`src/rtl/uart_tx_fifo.sv`:
```
// uart_tx_fifo: byte FIFO that issues queued characters to uart_core one at a time.
// The low-watermark interrupt is built only when UART_TX_FIFO_IRQ_EN is defined.
module uart_tx_fifo #(
  parameter int DATA_W     = 8,
  parameter int DEPTH_LOG2 = 4
) (
  input  logic                  clk_i,
  input  logic                  arst_n_i,
  input  logic                  cke_i,
  input  logic                  rst_soft_i,
  input  logic [DATA_W-1:0]     wdata_i,
  input  logic                  wen_i,
  output logic                  full_o,
  output logic                  empty_o,
  output logic [DEPTH_LOG2:0]   level_o,
  output logic                  overflow_o,
  input  logic                  tx_en_i,
  input  logic                  tx_ready_i,
  output logic [DATA_W-1:0]     tx_data_o,
  output logic                  tx_write_en_o,
  input  logic [DEPTH_LOG2:0]   irq_thresh_i,
  output logic                  irq_o
);
  localparam int DEPTH = 1 << DEPTH_LOG2;
  localparam logic [DEPTH_LOG2:0]   LEVEL_FULL = {1'b1, {DEPTH_LOG2{1'b0}}};
  localparam logic [DEPTH_LOG2:0]   LEVEL_ONE  = {{DEPTH_LOG2{1'b0}}, 1'b1};
  localparam logic [DEPTH_LOG2-1:0] PTR_ONE    = {{(DEPTH_LOG2-1){1'b0}}, 1'b1};

  typedef enum logic [2:0] {IDLE, LOAD, STROBE, WAIT_BUSY, WAIT_DONE} state_t;

  state_t                state_reg, state_next;
  logic [DATA_W-1:0]     mem [DEPTH];
  logic [DEPTH_LOG2-1:0] wr_ptr_reg, rd_ptr_reg;
  logic [DEPTH_LOG2:0]   level_reg, level_next;
  logic                  overflow_reg;
  logic [DATA_W-1:0]     tx_data_reg;
  logic [1:0]            timeout_reg;
  logic                  push_ok, pop, strobe, timeout_clr, timeout_inc;

  assign full_o        = (level_reg == LEVEL_FULL);
  assign empty_o       = (level_reg == '0);
  assign level_o       = level_reg;
  assign overflow_o    = overflow_reg;
  assign tx_data_o     = tx_data_reg;
  assign tx_write_en_o = strobe;
  assign push_ok       = wen_i & ~full_o;

  always_ff @(posedge clk_i or negedge arst_n_i) begin
    if (!arst_n_i)  state_reg <= IDLE;
    else if (cke_i) state_reg <= rst_soft_i ? IDLE : state_next;
  end

  // A core that never drops ready after a strobe is assumed to have taken the char.
  always_comb begin
    state_next = state_reg;
    case (state_reg)
      IDLE:      if (tx_en_i && tx_ready_i && !empty_o) state_next = LOAD;
      LOAD:      state_next = STROBE;
      STROBE:    state_next = WAIT_BUSY;
      WAIT_BUSY: if (!tx_ready_i)              state_next = WAIT_DONE;
                 else if (timeout_reg == 2'd3) state_next = IDLE;
      WAIT_DONE: if (tx_ready_i) state_next = IDLE;
      default:   state_next = IDLE;
    endcase
  end

  always_comb begin
    pop         = 1'b0;
    strobe      = 1'b0;
    timeout_clr = 1'b0;
    timeout_inc = 1'b0;
    case (state_reg)
      LOAD:      pop = 1'b1;
      STROBE:    begin
                   strobe      = 1'b1;
                   timeout_clr = 1'b1;
                 end
      WAIT_BUSY: timeout_inc = tx_ready_i;
      default:   ;
    endcase
  end

  always_comb begin
    level_next = level_reg;
    if (push_ok && !pop)      level_next = level_reg + LEVEL_ONE;
    else if (!push_ok && pop) level_next = level_reg - LEVEL_ONE;
  end

  always_ff @(posedge clk_i) begin
    if (cke_i && !rst_soft_i && push_ok) mem[wr_ptr_reg] <= wdata_i;
  end

  always_ff @(posedge clk_i or negedge arst_n_i) begin
    if (!arst_n_i) begin
      wr_ptr_reg   <= '0;
      rd_ptr_reg   <= '0;
      level_reg    <= '0;
      overflow_reg <= 1'b0;
      tx_data_reg  <= '0;
      timeout_reg  <= '0;
    end else if (cke_i) begin
      if (rst_soft_i) begin
        wr_ptr_reg   <= '0;
        rd_ptr_reg   <= '0;
        level_reg    <= '0;
        overflow_reg <= 1'b0;
        tx_data_reg  <= '0;
        timeout_reg  <= '0;
      end else begin
        if (push_ok)         wr_ptr_reg   <= wr_ptr_reg + PTR_ONE;
        if (wen_i && full_o) overflow_reg <= 1'b1;
        if (pop) begin
          rd_ptr_reg  <= rd_ptr_reg + PTR_ONE;
          tx_data_reg <= mem[rd_ptr_reg];
        end
        level_reg <= level_next;
        if (timeout_clr)      timeout_reg <= '0;
        else if (timeout_inc) timeout_reg <= timeout_reg + 2'd1;
      end
    end
  end

`ifdef UART_TX_FIFO_IRQ_EN
  logic irq_reg;

  always_ff @(posedge clk_i or negedge arst_n_i) begin
    if (!arst_n_i)  irq_reg <= 1'b0;
    else if (cke_i) irq_reg <= rst_soft_i ? 1'b0 : ((level_reg <= irq_thresh_i) & tx_en_i);
  end

  assign irq_o = irq_reg;
`else
  logic unused_irq_thresh;

  assign unused_irq_thresh = ^irq_thresh_i;
  assign irq_o             = 1'b0;
`endif

endmodule
```
`config.mk`:
```
export PLATFORM = sky130hd
export DESIGN_NAME = uart_tx_fifo
export DESIGN_NICKNAME = d
export VERILOG_FILES = /design/src/rtl/uart_tx_fifo.sv
export SDC_FILE = /design/constraint.sdc
export NUM_CORES = 1
export LEC_CHECK = 0
export CAP_MARGIN = 20
export CORE_MARGIN = 2
export CORE_UTILIZATION = 50
export DETAILED_ROUTE_END_ITERATION = 8
export PLACE_DENSITY = 0.79
export SKIP_CTS_REPAIR_TIMING = 1
export SYNTH_ARGS = -nofsm -noshare
export SYNTH_HDL_FRONTEND = slang
export SYNTH_SLANG_ARGS = --single-unit
```
`constraint.sdc`:
```
create_clock -name clk_i -period 5.8 [get_ports clk_i]
set_input_delay 1.16 -clock clk_i [delete_from_list [all_inputs] [get_ports clk_i]]
set_output_delay 1.16 -clock clk_i [all_outputs]
set_load 0.02 [all_outputs]
```
==> results of run 1 <==
-- worst max path at each step --
stage                     startpoint  slack, ns  cells after the start          to
after floorplan           rst_soft_i       2.77                      6   mem[3][0]
final                          cke_i       1.91                      5  mem[10][2]
after detailed placement       cke_i       1.51                      5  mem[10][5]
after CTS                      cke_i       1.95                      5  mem[10][2]
after global placement         cke_i       1.60                      5  mem[11][5]
after global routing           cke_i       1.70                      5   mem[4][4]
-- cells by family after synthesis --
logic type / after synthesis
AO/OA/AOI/OAI: 59
XOR/XNOR: 5
adder cells (fa/ha/maj): 11
buffers and inverters: 29
flip-flops: 155
multiplexers: 52
other: 1
AND/OR/NAND/NOR: 55
-- final cells by class --
class	instances	share of cell area, %
repair buffers	37	4.70
inverters	10	0.496
flip-flops and latches	155	59.8
well taps	172	2.85
clock inverters	14	2.38
clock buffers	18	5.68
multi-input cells	183	24.1
-- worst register-to-register path: stages, from the launching register on --
cell and delay (ns):
sky130_fd_sc_hd__dfrtp_1 0.48, sky130_fd_sc_hd__nor3b_4 0.25, sky130_fd_sc_hd__a211oi_4 0.30, sky130_fd_sc_hd__inv_1 0.17, sky130_fd_sc_hd__fa_1 0.44, sky130_fd_sc_hd__a21o_1 0.19, sky130_fd_sc_hd__a21oi_1 0.27, sky130_fd_sc_hd__xnor2_1 0.16
sky130_fd_sc_hd__nand3_1 0.10, sky130_fd_sc_hd__a31oi_1 0.23
-- power groups by stage --
stage	logic [W]	clock network, W	registers [W]
CTS	0.000601	0.00116	0.00135
global placement	0.000576	0	0.00136
floorplan	0.000413	0	0.00137
detailed placement	0.000596	0	0.00137
global route	0.000649	0.00121	0.00136
finish	0.000596	0.00115	0.00135
-- cell usage in the layout, fill, tap and decap left out, types with 6 or more instances in the layout --
cell / count
sky130_fd_sc_hd__a21o_1: 9
sky130_fd_sc_hd__a21oi_1: 13
sky130_fd_sc_hd__buf_4: 6
sky130_fd_sc_hd__clkbuf_16: 17
sky130_fd_sc_hd__clkdlybuf4s50_1: 31
sky130_fd_sc_hd__dfrtp_1: 25
sky130_fd_sc_hd__edfxtp_1: 128
sky130_fd_sc_hd__ha_1: 10
sky130_fd_sc_hd__inv_1: 8
sky130_fd_sc_hd__mux2i_1: 17
sky130_fd_sc_hd__mux4_2: 32
sky130_fd_sc_hd__nand2_1: 16
sky130_fd_sc_hd__nor2_1: 16
sky130_fd_sc_hd__o22ai_1: 12
-- metrics by stage --
| stage | util [%] | cell area (sq um) |
|---|---|---|
| finish | 59.7 | 7560 |
| detailed placement | 54.9 | 6950 |
| global route | 59.7 | 7560 |
| floorplan | - | 6500 |
| CTS | 59.7 | 7560 |
| global placement | 54.9 | 6950 |
-- metal layers --
layer | track usage (%) | vias up | wire (um)
met4 | 9.86 | 0 | 437
met3 | 6.25 | 27 | 794
met2 | 30.7 | 143 | 6280
met5 | 0 | - | 0
li1 | - | 1531 | -
met1 | 24.8 | 1799 | 5230
==> summary.md, run 1 <==
The run finished with clean final reports. The wire-length estimate of the detail-placed layout is 7600 um. Summing the areas of all fa, ha and maj instances in the mapped netlist gives 2.23% of the synthesized area. Setup slack on the worst reg-to-reg path comes out at 3.13 ns. The share of total power dissipated in combinational logic is 19.2%. Counting I/O delays and the setup requirement, the final critical path takes 3.89 ns.

The number of cells on the worst reg-to-reg path is 9. The floorplan has 41 rows. Setup repair after global routing left no endpoint under its margin. The clock net in this run drives a total of 155 sinks. The leakage power is 2.69 nW. Total power for the finished layout comes to 0.00310 W. The relative max-transition margin was 34.4%; the area used by multi-input combinational logic was 1820 sq um.

The top cell type by area accounts for 59.1% of the synthesized area. Fraction of the yosys area taken by sequential cells: 69.5%. After floorplanning, the core was sized to cover 12700 sq um. The mux share of post-synthesis cell area was 14.2%; the number of search-and-repair iterations in the first detailed-routing pass was 4. For the area used by sequential logic in the layout, the log shows 4520 sq um. After Yosys synthesis, and, or, nand and nor cells account for 4.39% of the synthesized area. Traced cell by cell, the critical path runs through clkdlybuf4s50_1, nor2b_1, and2_1, nand2_1, nor2_1.

Timing analysis after detailed placement gives a worst setup slack of 1.51 ns. Of the cells placed in the final design, the portion with a size suffix greater than 1 is 18.9%. Based on the critical path, the design can be clocked at up to 257 MHz.

By count the netlist is led by sky130_fd_sc_hd__edfxtp_1, sky130_fd_sc_hd__mux4_2, sky130_fd_sc_hd__dfrtp_1, sky130_fd_sc_hd__mux2i_1. The die is 118 um wide. The routed via count divided by cell count was 5.94; the global routing usage summed across all routing layers was 19.6%. In this run, synthesis inferred 128 flip-flops with an integrated enable. Cell internal power was estimated by the tool at 0.00224 W. The tools report the number of top-level pins as 38.

The kind of end point of the critical path is a register. For the number of fillers in the final layout, the log shows 890. The tools report the clock root buffer as sky130_fd_sc_hd__clkbuf_16. For this run, the number of Yosys warnings is 0.

The synthesized area divided by synthesized cell count is 17.7 sq um, and the peak ir drop on the vdd network is 0.350 mV. The run gives 51.3% as the initial core utilization. The clock-pin slew on the worst setup and hold paths was 0.06 ns. TritonCTS built the clock tree. The number of placed cells counting well taps is 557, and the clock latency at the later pin of the worst-skew pair is 0.42 ns. The cell area after technology mapping is 6500 sq um, and the maximum buffer depth of the clock tree is 2.

The CTS H-tree depth is 4, and the port buffer count is 31. For this run, the leading register cell type out of synthesis is sky130_fd_sc_hd__edfxtp_1. The largest total area in the synthesized netlist belongs to sky130_fd_sc_hd__edfxtp_1. The data required time of the worst path was 5.86 ns; the maximum cell stage delay along the critical path was 1.00 ns. The depth of the worst hold-timing path came out at 1. The path with the worst hold slack has its endpoint at tx_data_o[0]. Per report_power, the clock group accounts for 37.2% of the total.

The worst hold path begins at tx_data_o[0]. The flip-flop and latch count after synthesis was 155. For the count of antenna-violating nets left after detailed routing, the log shows 0. The minimum setup slack in the final design is 1.91 ns. The dominant cell by count in the synthesized netlist is sky130_fd_sc_hd__edfxtp_1. Across all layers, the routed design uses 3500 vias.

After synthesis, the share of flip-flops with an asynchronous set or reset is 17.4%. The register with the most flip-flops in the layout has 128 of them. The net count of the finished layout is 435. In the final routed layout, each cell accounts on average for 21.6 um.

Data arrives at the worst endpoint at 3.95 ns. The run gives 0.00927 ns as the worst clock skew. The number of buffer and inverter stages on the critical path is 1.

The repair_antennas step left the layout with diodes totalling 0. The detailed router finished its first iteration with 367 violations. Max-slew violation count: 0. In this run the power spent charging and discharging nets is 0.000861 W. The wire length of the first global-routing pass is 19900 um. The congestion estimate from routability-driven global placement came to 0.832.

The via count of the first global-routing pass is 3532. In this run the worst path has a maximum fanout of 24. Summed over all layers, the global routing overflow is 0.

The routed design has 12800 um of wire. Per report_power, the sequential group accounts for 43.6% of the total. Setup total negative slack on the finished layout was measured at 0 ns.

The critical path startpoint category is an input port. For the post-synthesis instance total, the log shows 367. The count of placed standard cells in the final layout, fillers left out was 589; the final routed DRC violation total was 0.

Entering global routing, the biggest net connects 37 pins. The tools report the initial antenna violation count as 0. The die covers 13900 sq um. The switching share of total power works out to 27.8%. Final hold analysis gives a worst-case slack of 0.486 ns. Endpoint of the lowest-slack register-to-register path: level_o[4]. Max-cap violations in this run came to 0. Largest delay contributor family on the critical path: simple AND/OR/NAND/NOR gates. In the post-synthesis netlist, the biggest area contributors are sky130_fd_sc_hd__edfxtp_1, sky130_fd_sc_hd__mux4_2, sky130_fd_sc_hd__dfrtp_1. When the netlist entered floorplanning its net count stood at 398. Layout overhead on the synthesized area: 16.3%.

Worst setup path category: in2reg. In this run, distinct cell masters in the synthesized netlist total 49. The synthesized netlist devotes 6.35% of its cell area to compound gates. Power spread over the standard cell area amounts to 410 nW/um^2. The worst register-to-register path begins at state_reg[0]. At the pin with the least slew margin, the transition time is 0.978 ns.

The run gives 0 as the count of endpoints failing hold in the final timing report. After synthesis, the largest family of logic cells by area is multiplexers. The TritonCTS buffer count was 17.

The class of the tightest hold or removal check is reg2reg. After layout, the worst path uses 67.1% of the clock period. More flip-flops sit in one register than any other, and that register is mem.

The slowest cell on the critical path is sky130_fd_sc_hd__clkdlybuf4s50_1. After Yosys synthesis, XOR and XNOR cells account for 0.789% of the synthesized area. The vertical extent of the die works out to 118 um. The total of endpoints with negative setup slack in the final report came out at 0.
(Power assumes the default switching activity.)
==> run 2: changes to the inputs <==
- PLACE_DENSITY: 0.79 -> 0.81
- clock period: 5.8 -> 3.1 ns (I/O delays scaled with it)
==> run 2 against run 1 <==
Compared with the run above: final area up 1.7%; clock power up 82%; clock-buffer cell count is 2 higher; setup slack worse by 1.6 ns; sequential share of layout area decreased by 1.0 points; sequential power rose by 87%; critical path depth shrank 2; worst hold slack worse by 0.0049 ns.
==> summary.md, run 2 (synthesized netlist as in run 1, its figures left out) <==
Of the available clock period, the critical path in the final layout requires 91.4%. The area of the die is 13900 sq um (unchanged), and the data arrival time of the worst path is 2.21 ns (-1.74 ns). The worst setup path is of the reg2out kind. The maximum fanout encountered on the critical timing path works out to 7 (-71%). The routed length per placed instance is 21.3 um (-1.8%), and the initial core utilization is 51.3% (unchanged). The vertical extent of the die works out to 118 um (unchanged). The number of search-and-repair iterations in the first detailed-routing pass is 5 (+1), and the TritonCTS buffer count is 17 (unchanged).

The worst setup path is captured at a primary output. Number of placed cells counting well taps: 573 (+2.9%). The total of endpoints with negative setup slack in the final report was 0 (unchanged). The post-DP HPWL was 8170 um (+7.5%); the clock-pin slew on the worst setup and hold paths was 0.07 ns (about the same).

The area growth from synthesis to layout is 18.3%. The library cell used most frequently in the layout, excluding fill and tap cells, is sky130_fd_sc_hd__edfxtp_1. In this run the worst hold path is classified as reg2reg. The floorplan row count was 41 (unchanged). The tools report the total vias in the final route as 3475 (-0.71%). For the global routing usage summed across all routing layers, the log shows 19.8% (+0.16 points).

The leakage power came out at 2.78 nW (+3.3%). The logs give 12700 sq um (unchanged) for the area of the placeable core and 2.48 ns (-3.38 ns) for the data required time of the worst path. The power density over cell area is 746 nW/um^2 (+82%). The wire length of the first global-routing pass came out at 20400 um (+2.2%). The CTS H-tree depth is 4 (unchanged), and the port buffer count is 31 (unchanged). The routed via count divided by cell count was 5.74 (-3.3%).

The maximum number of pins on one net before global-route repair is 36 (-2.7%), and the worst clock skew is 0.0129 ns (+0.00361 ns). The final routed DRC violation total is 0 (unchanged), and the routability congestion estimate from global placement is 0.804 (-3.5%). TritonCTS built the clock tree. The largest individual stage delay along the critical path comes from the cell sky130_fd_sc_hd__clkdlybuf4s50_1. The cell family contributing the most delay on the critical path is simple AND/OR/NAND/NOR gates. Register ranked first by flip-flop count: mem.

The maximum cell stage delay along the critical path was 0.61 ns (-0.39 ns); the overall routed net length was 12900 um (+0.85%). Setup repair after global routing left no endpoint under its margin. The tools report the count of antenna diodes in the layout as 0 (unchanged). The die span in x works out to 118 um (unchanged).

The tools report the count of endpoints failing hold in the final timing report as 0 (unchanged). Leaving out fill and tap cells, the most frequent cells in the layout are sky130_fd_sc_hd__edfxtp_1, sky130_fd_sc_hd__mux4_2, sky130_fd_sc_hd__clkdlybuf4s50_1, sky130_fd_sc_hd__dfrtp_1, sky130_fd_sc_hd__buf_4. The ratio of cells with drive above 1 in the final layout came out at 21.9% (+3.0 points).

The final core area utilization was 60.7% (+1.0 points). The tools report the number of clock sinks seen by CTS as 155 (unchanged). The count of placed standard cells in the final layout, fillers left out was 605 (+2.7%). The tools report the maximum buffer depth of the clock tree as 2 (unchanged). For the relative max-transition margin, the log shows 36.5% (+2.1 points). The tools report the number of fillers in the final layout as 915 (+2.8%).

The cell sitting at the root of the clock tree is a sky130_fd_sc_hd__clkbuf_16. For the max-slew violation count, the log shows 0 (unchanged). The initial antenna violation count is 0 (unchanged).

The number of nets in the layout was 451 (+3.7%); the via count of the first global-routing pass was 3655 (+3.5%). The logs give 0 (unchanged) for the reported max-cap violation count and 0.758 mV (+120%) for the peak ir drop on the vdd network. The flip-flop count of the largest register, all copies and words added is 128 (unchanged). The run finished with clean final reports.

The fmax was 353 MHz. The critical path startpoint category is a register. The slew at the pin closest to its max-slew limit is 0.946 ns (-0.0317 ns), and the number of top-level pins is 38 (unchanged).

The worst hold margin was 0.481 ns (-0.00486 ns); the count of antenna-violating nets left after detailed routing was 0 (unchanged). For the global-route congestion overflow total, the log shows 0 (unchanged). The initial DRC count came out at 226 (-38%).

For the clock latency at the later pin of the worst-skew pair, the log shows 0.43 ns (about the same). The critical path goes through nor4_4, and2_1, clkdlybuf4s50_1. The number of buffer and inverter stages on the critical path is 1 (unchanged), and the final critical-path required period is 2.83 ns. For the accumulated negative setup slack, the log shows 0 ns (unchanged). The run gives 0.00574 W (+85%) as the total power consumption of the routed design.
==> run 2: cell types whose count changed in the layout (fill, tap and decap cells not counted) <==
cell,delta
sky130_fd_sc_hd__buf_12,+1
sky130_fd_sc_hd__buf_4,+15
sky130_fd_sc_hd__bufinv_16,-1
sky130_fd_sc_hd__clkbuf_8,+2
sky130_fd_sc_hd__clkinv_1,-1
sky130_fd_sc_hd__clkinv_2,-1
sky130_fd_sc_hd__clkinv_4,+2
sky130_fd_sc_hd__dfrtp_1,+1
sky130_fd_sc_hd__dfrtp_2,-1
sky130_fd_sc_hd__inv_6,-1
==> run 2: stage by stage <==
stage	worst slack, ns	cell area [sq um]
final	0.266	7690
after floorplan	0.608	6500
after global routing	0.129	7690
after CTS	0.239	7690
after global placement	0.176	7080
after detailed placement	0.0749	7080
==> run 2: worst paths after layout <==
check                        startpoint       endpoint  slack, ns  depth (start not counted)
setup / recovery             level_o[0]         full_o       0.27                          3
hold / removal             tx_data_o[2]   tx_data_o[2]       0.48                          1
setup reg to reg           state_reg[0]     level_o[4]       0.42                          9
hold reg to reg            tx_data_o[2]   tx_data_o[2]       0.48                          1
max in group asynchronous      arst_n_i  rd_ptr_reg[0]       2.20                          2
min in group asynchronous      arst_n_i   state_reg[2]       0.59                          2
==> run 2: final cells by class <==
cell class                      count  area [sq um]  share of cell area (%)
Clock buffer                       20           457                    5.94
Clock inverter                     12           150                    1.95
Inverter                           10          37.5                   0.488
Multi-Input combinational cell    183          1820                    23.7
Sequential cell                   155          4520                    58.8
Tap cell                          172           215                    2.80
Timing Repair Buffer               53           488                    6.34
==> run 2: routing by layer <==
metal	track usage, %	wire (um)	up-vias
li1	-	-	1565
met1	24.6	5250	1774
met2	34.5	6810	126
met3	5.38	692	10
met4	4.82	108	0
met5	0	0	-
==> run 2: power breakdown <==
part	switching, W	internal, W
combinational	0.000568	0.000542
sequential	0.000164	0.00237
clock	0.000843	0.00125
total	0.00158	0.00416
==> run 3: changes to the inputs <==
- HOLD_SLACK_MARGIN: not set -> 0.08
- PLACE_DENSITY: 0.81 -> 0.76
==> run 3 against run 2 <==
Compared with the run above: non-clock buffer count up 1; clock skew down 0.0034 ns; core utilization down 0.34 points; power down 2.5%; critical path depth unchanged; final area down 0.55%; largest cell class unchanged; largest power group unchanged; highest routed layer unchanged.
==> summary.md, run 3 (synthesized netlist as in run 1, its figures left out) <==
The final core area utilization was 60.4% (-0.34 points); the number of clock sinks seen by CTS was 155 (unchanged). The relative max-transition margin was 58.9% (+22 points). The share of the clock period used by the worst path came out at 90.4% (-0.98 points). The global routing usage summed across all routing layers was 19.5% (-0.26 points); the data arrival time of the worst path was 2.18 ns (-0.03 ns). The run finished with clean final reports. The register-to-register setup slack was 0.54 ns (+0.12 ns). The TritonCTS buffer count came out at 17 (unchanged).

The logs give 0.797 (-0.77%) for the routability congestion estimate from global placement and 0.00953 ns (-0.00335 ns) for the worst clock skew. The maximum cell stage delay along the critical path was 0.61 ns (about the same); the fmax was 357 MHz (+1.1%). The class of the tightest hold or removal check was reg2reg. The ratio of cells with drive above 1 in the final layout works out to 21.0% (-0.92 points). The run gives 38 (unchanged) as the number of top-level pins. The critical path startpoint category is a register. The worst setup path category is reg2out.

The number of fillers in the final layout was 922 (+0.77%). The endpoint of the lowest-slack register-to-register path was level_o[4]. The library cells used most frequently in the layout, excluding fill and tap cells, are sky130_fd_sc_hd__edfxtp_1, sky130_fd_sc_hd__mux4_2, sky130_fd_sc_hd__clkdlybuf4s50_1, sky130_fd_sc_hd__dfrtp_1, sky130_fd_sc_hd__buf_4.

TritonCTS built the clock tree. The tools report the wire length of the first global-routing pass as 20100 um (-1.4%). The maximum fanout encountered on the critical timing path works out to 7 (unchanged). The run gives 4520 sq um (unchanged) as the area used by sequential logic in the layout. Port buffer count: 31 (unchanged). Walking the worst path, the cells encountered are or4_1, nor2_1, clkdlybuf4s50_1. The run gives 13900 sq um (unchanged) as the area of the die. The initial core utilization was 51.3% (unchanged). The maximum buffer depth of the clock tree was 2 (unchanged). The initial DRC count is 288 (+27%). The total of endpoints with negative setup slack in the final report was 0 (unchanged); the power density over cell area was 732 nW/um^2 (-1.9%).

The die span in x was 118 um (unchanged); the routed via count divided by cell count was 5.73 (-0.29%). Counting flops per register, the top entry is mem. From synthesis to final layout, the design area changed by 17.6%.

Floorplan row count: 41 (unchanged). For this design, the slowest cell found on the critical path is sky130_fd_sc_hd__clkdlybuf4s50_1. The final routed DRC violation total was 0 (unchanged); the number of nets in the layout was 452 (+0.22%). The run gives 7880 um (-3.5%) as the post-DP HPWL.

The path depth of the worst reg2reg path is 9 (unchanged), and the via count of the first global-routing pass is 3710 (+1.5%). The count of antenna-violating nets left after detailed routing is 0 (unchanged), and the reported max-cap violation count is 0 (unchanged). Area of the placeable core: 12700 sq um (unchanged). The worst setup path is captured at a primary output. The count of endpoints failing hold in the final timing report came out at 0 (unchanged). Setup repair after global routing left no endpoint under its margin.

The library cell used most frequently in the layout, excluding fill and tap cells, is sky130_fd_sc_hd__edfxtp_1. The overall routed net length is 12500 um (-3.1%), and the max-slew violation count is 0 (unchanged). Number of search-and-repair iterations in the first detailed-routing pass: 4 (-1).

The peak ir drop on the vdd network is 0.446 mV (-41%), and the clock-pin slew on the worst setup and hold paths is 0.06 ns (about the same). The flip-flop count of the largest register, all copies and words added came out at 128 (unchanged). In this run the worst setup path terminates at empty_o. The logs give 3465 (-0.29%) for the total vias in the final route and 1820 sq um (unchanged) for the area used by multi-input combinational logic. The vertical extent of the die works out to 118 um (unchanged).

The final critical-path required period came out at 2.80 ns (-0.0304 ns). The tools report the CTS H-tree depth as 4 (unchanged). The initial antenna violation count came out at 0 (unchanged). The run gives 2.76 nW (-0.64%) as the leakage power.

Clock root buffer: sky130_fd_sc_hd__clkbuf_16. The data required time of the worst path came out at 2.48 ns (about the same). Accumulated negative setup slack: 0 ns (unchanged).

The worst register-to-register path begins at state_reg[0]. The tools report the count of antenna diodes in the layout as 0 (unchanged). The run gives 0 (unchanged) as the global-route congestion overflow total.

The launching element of the worst setup path was level_o[0]. The slew at the pin closest to its max-slew limit came out at 0.616 ns (-0.330 ns). The clock latency at the later pin of the worst-skew pair is 0.42 ns (about the same). The maximum number of pins on one net before global-route repair was 37 (+2.8%); the routed length per placed instance was 20.6 um (-3.1%).
==> run 3: cell types whose count changed in the layout (fill, tap and decap cells not counted), moves of 2 or more <==
cell,previous run,this run
sky130_fd_sc_hd__clkinv_2,0,2
sky130_fd_sc_hd__inv_6,4,2
sky130_fd_sc_hd__clkbuf_1,1,3
sky130_fd_sc_hd__inv_8,2,0
sky130_fd_sc_hd__clkinv_1,0,2
sky130_fd_sc_hd__clkbuf_8,2,0
==> run 3: area by class of cell <==
type	instances	area share, %
clock buffers	20	5.71
clock inverters	11	1.57
inverters	10	0.491
multi-input cells	183	23.8
flip-flops and latches	155	59.1
well taps	172	2.81
repair buffers	54	6.48
==> run 3: worst min-delay path by stage <==
stage | from | endpoint | slack, ns | depth (start not counted)
after global placement | tx_data_o[3] | tx_data_o[3] | 0.46 | 1
after floorplan | arst_n_i | level_o[0] | 0.32 | 0
after CTS | tx_data_o[5] | tx_data_o[5] | 0.50 | 1
final | timeout_reg[1] | timeout_reg[1] | 0.50 | 1
after detailed placement | tx_data_o[0] | tx_data_o[0] | 0.48 | 1
after global routing | tx_data_o[0] | tx_data_o[0] | 0.51 | 1
==> run 3: worst max-delay path: cells and delay by family (launching register included) <==
kind,cells,cell delay (ns)
AND/OR/NAND/NOR,2,0.67
buffers and inverters,1,0.61
flip-flops,1,0.49
==> run 3: report_power, final <==
part	switching (W)	internal, W
clock network	0.000783	0.00118
registers	0.000145	0.00237
logic	0.000574	0.000545
total	0.00150	0.00409
==> run 3: metal layers <==
layer	global-route usage (%)	routed length, um	vias to the layer above
li1	-	-	1563
met1	24.9	4740	1755
met2	32.5	6450	129
met3	5.09	1060	18
met4	6.85	218	0
met5	0	0	-
==> run 3: through the flow <==
stage	setup slack, ns	power [W]	cell area [sq um]	hold WS [ns]	instances
after global routing	0.220	0.00583	7650	0.515	605
final	0.297	0.00560	7650	0.496	605
after floorplan	0.608	0.00334	6500	0.324	367
after global placement	0.168	0.00364	7090	0.464	574
after detailed placement	0.119	0.00369	7090	0.484	574
after CTS	0.267	0.00564	7650	0.503	605
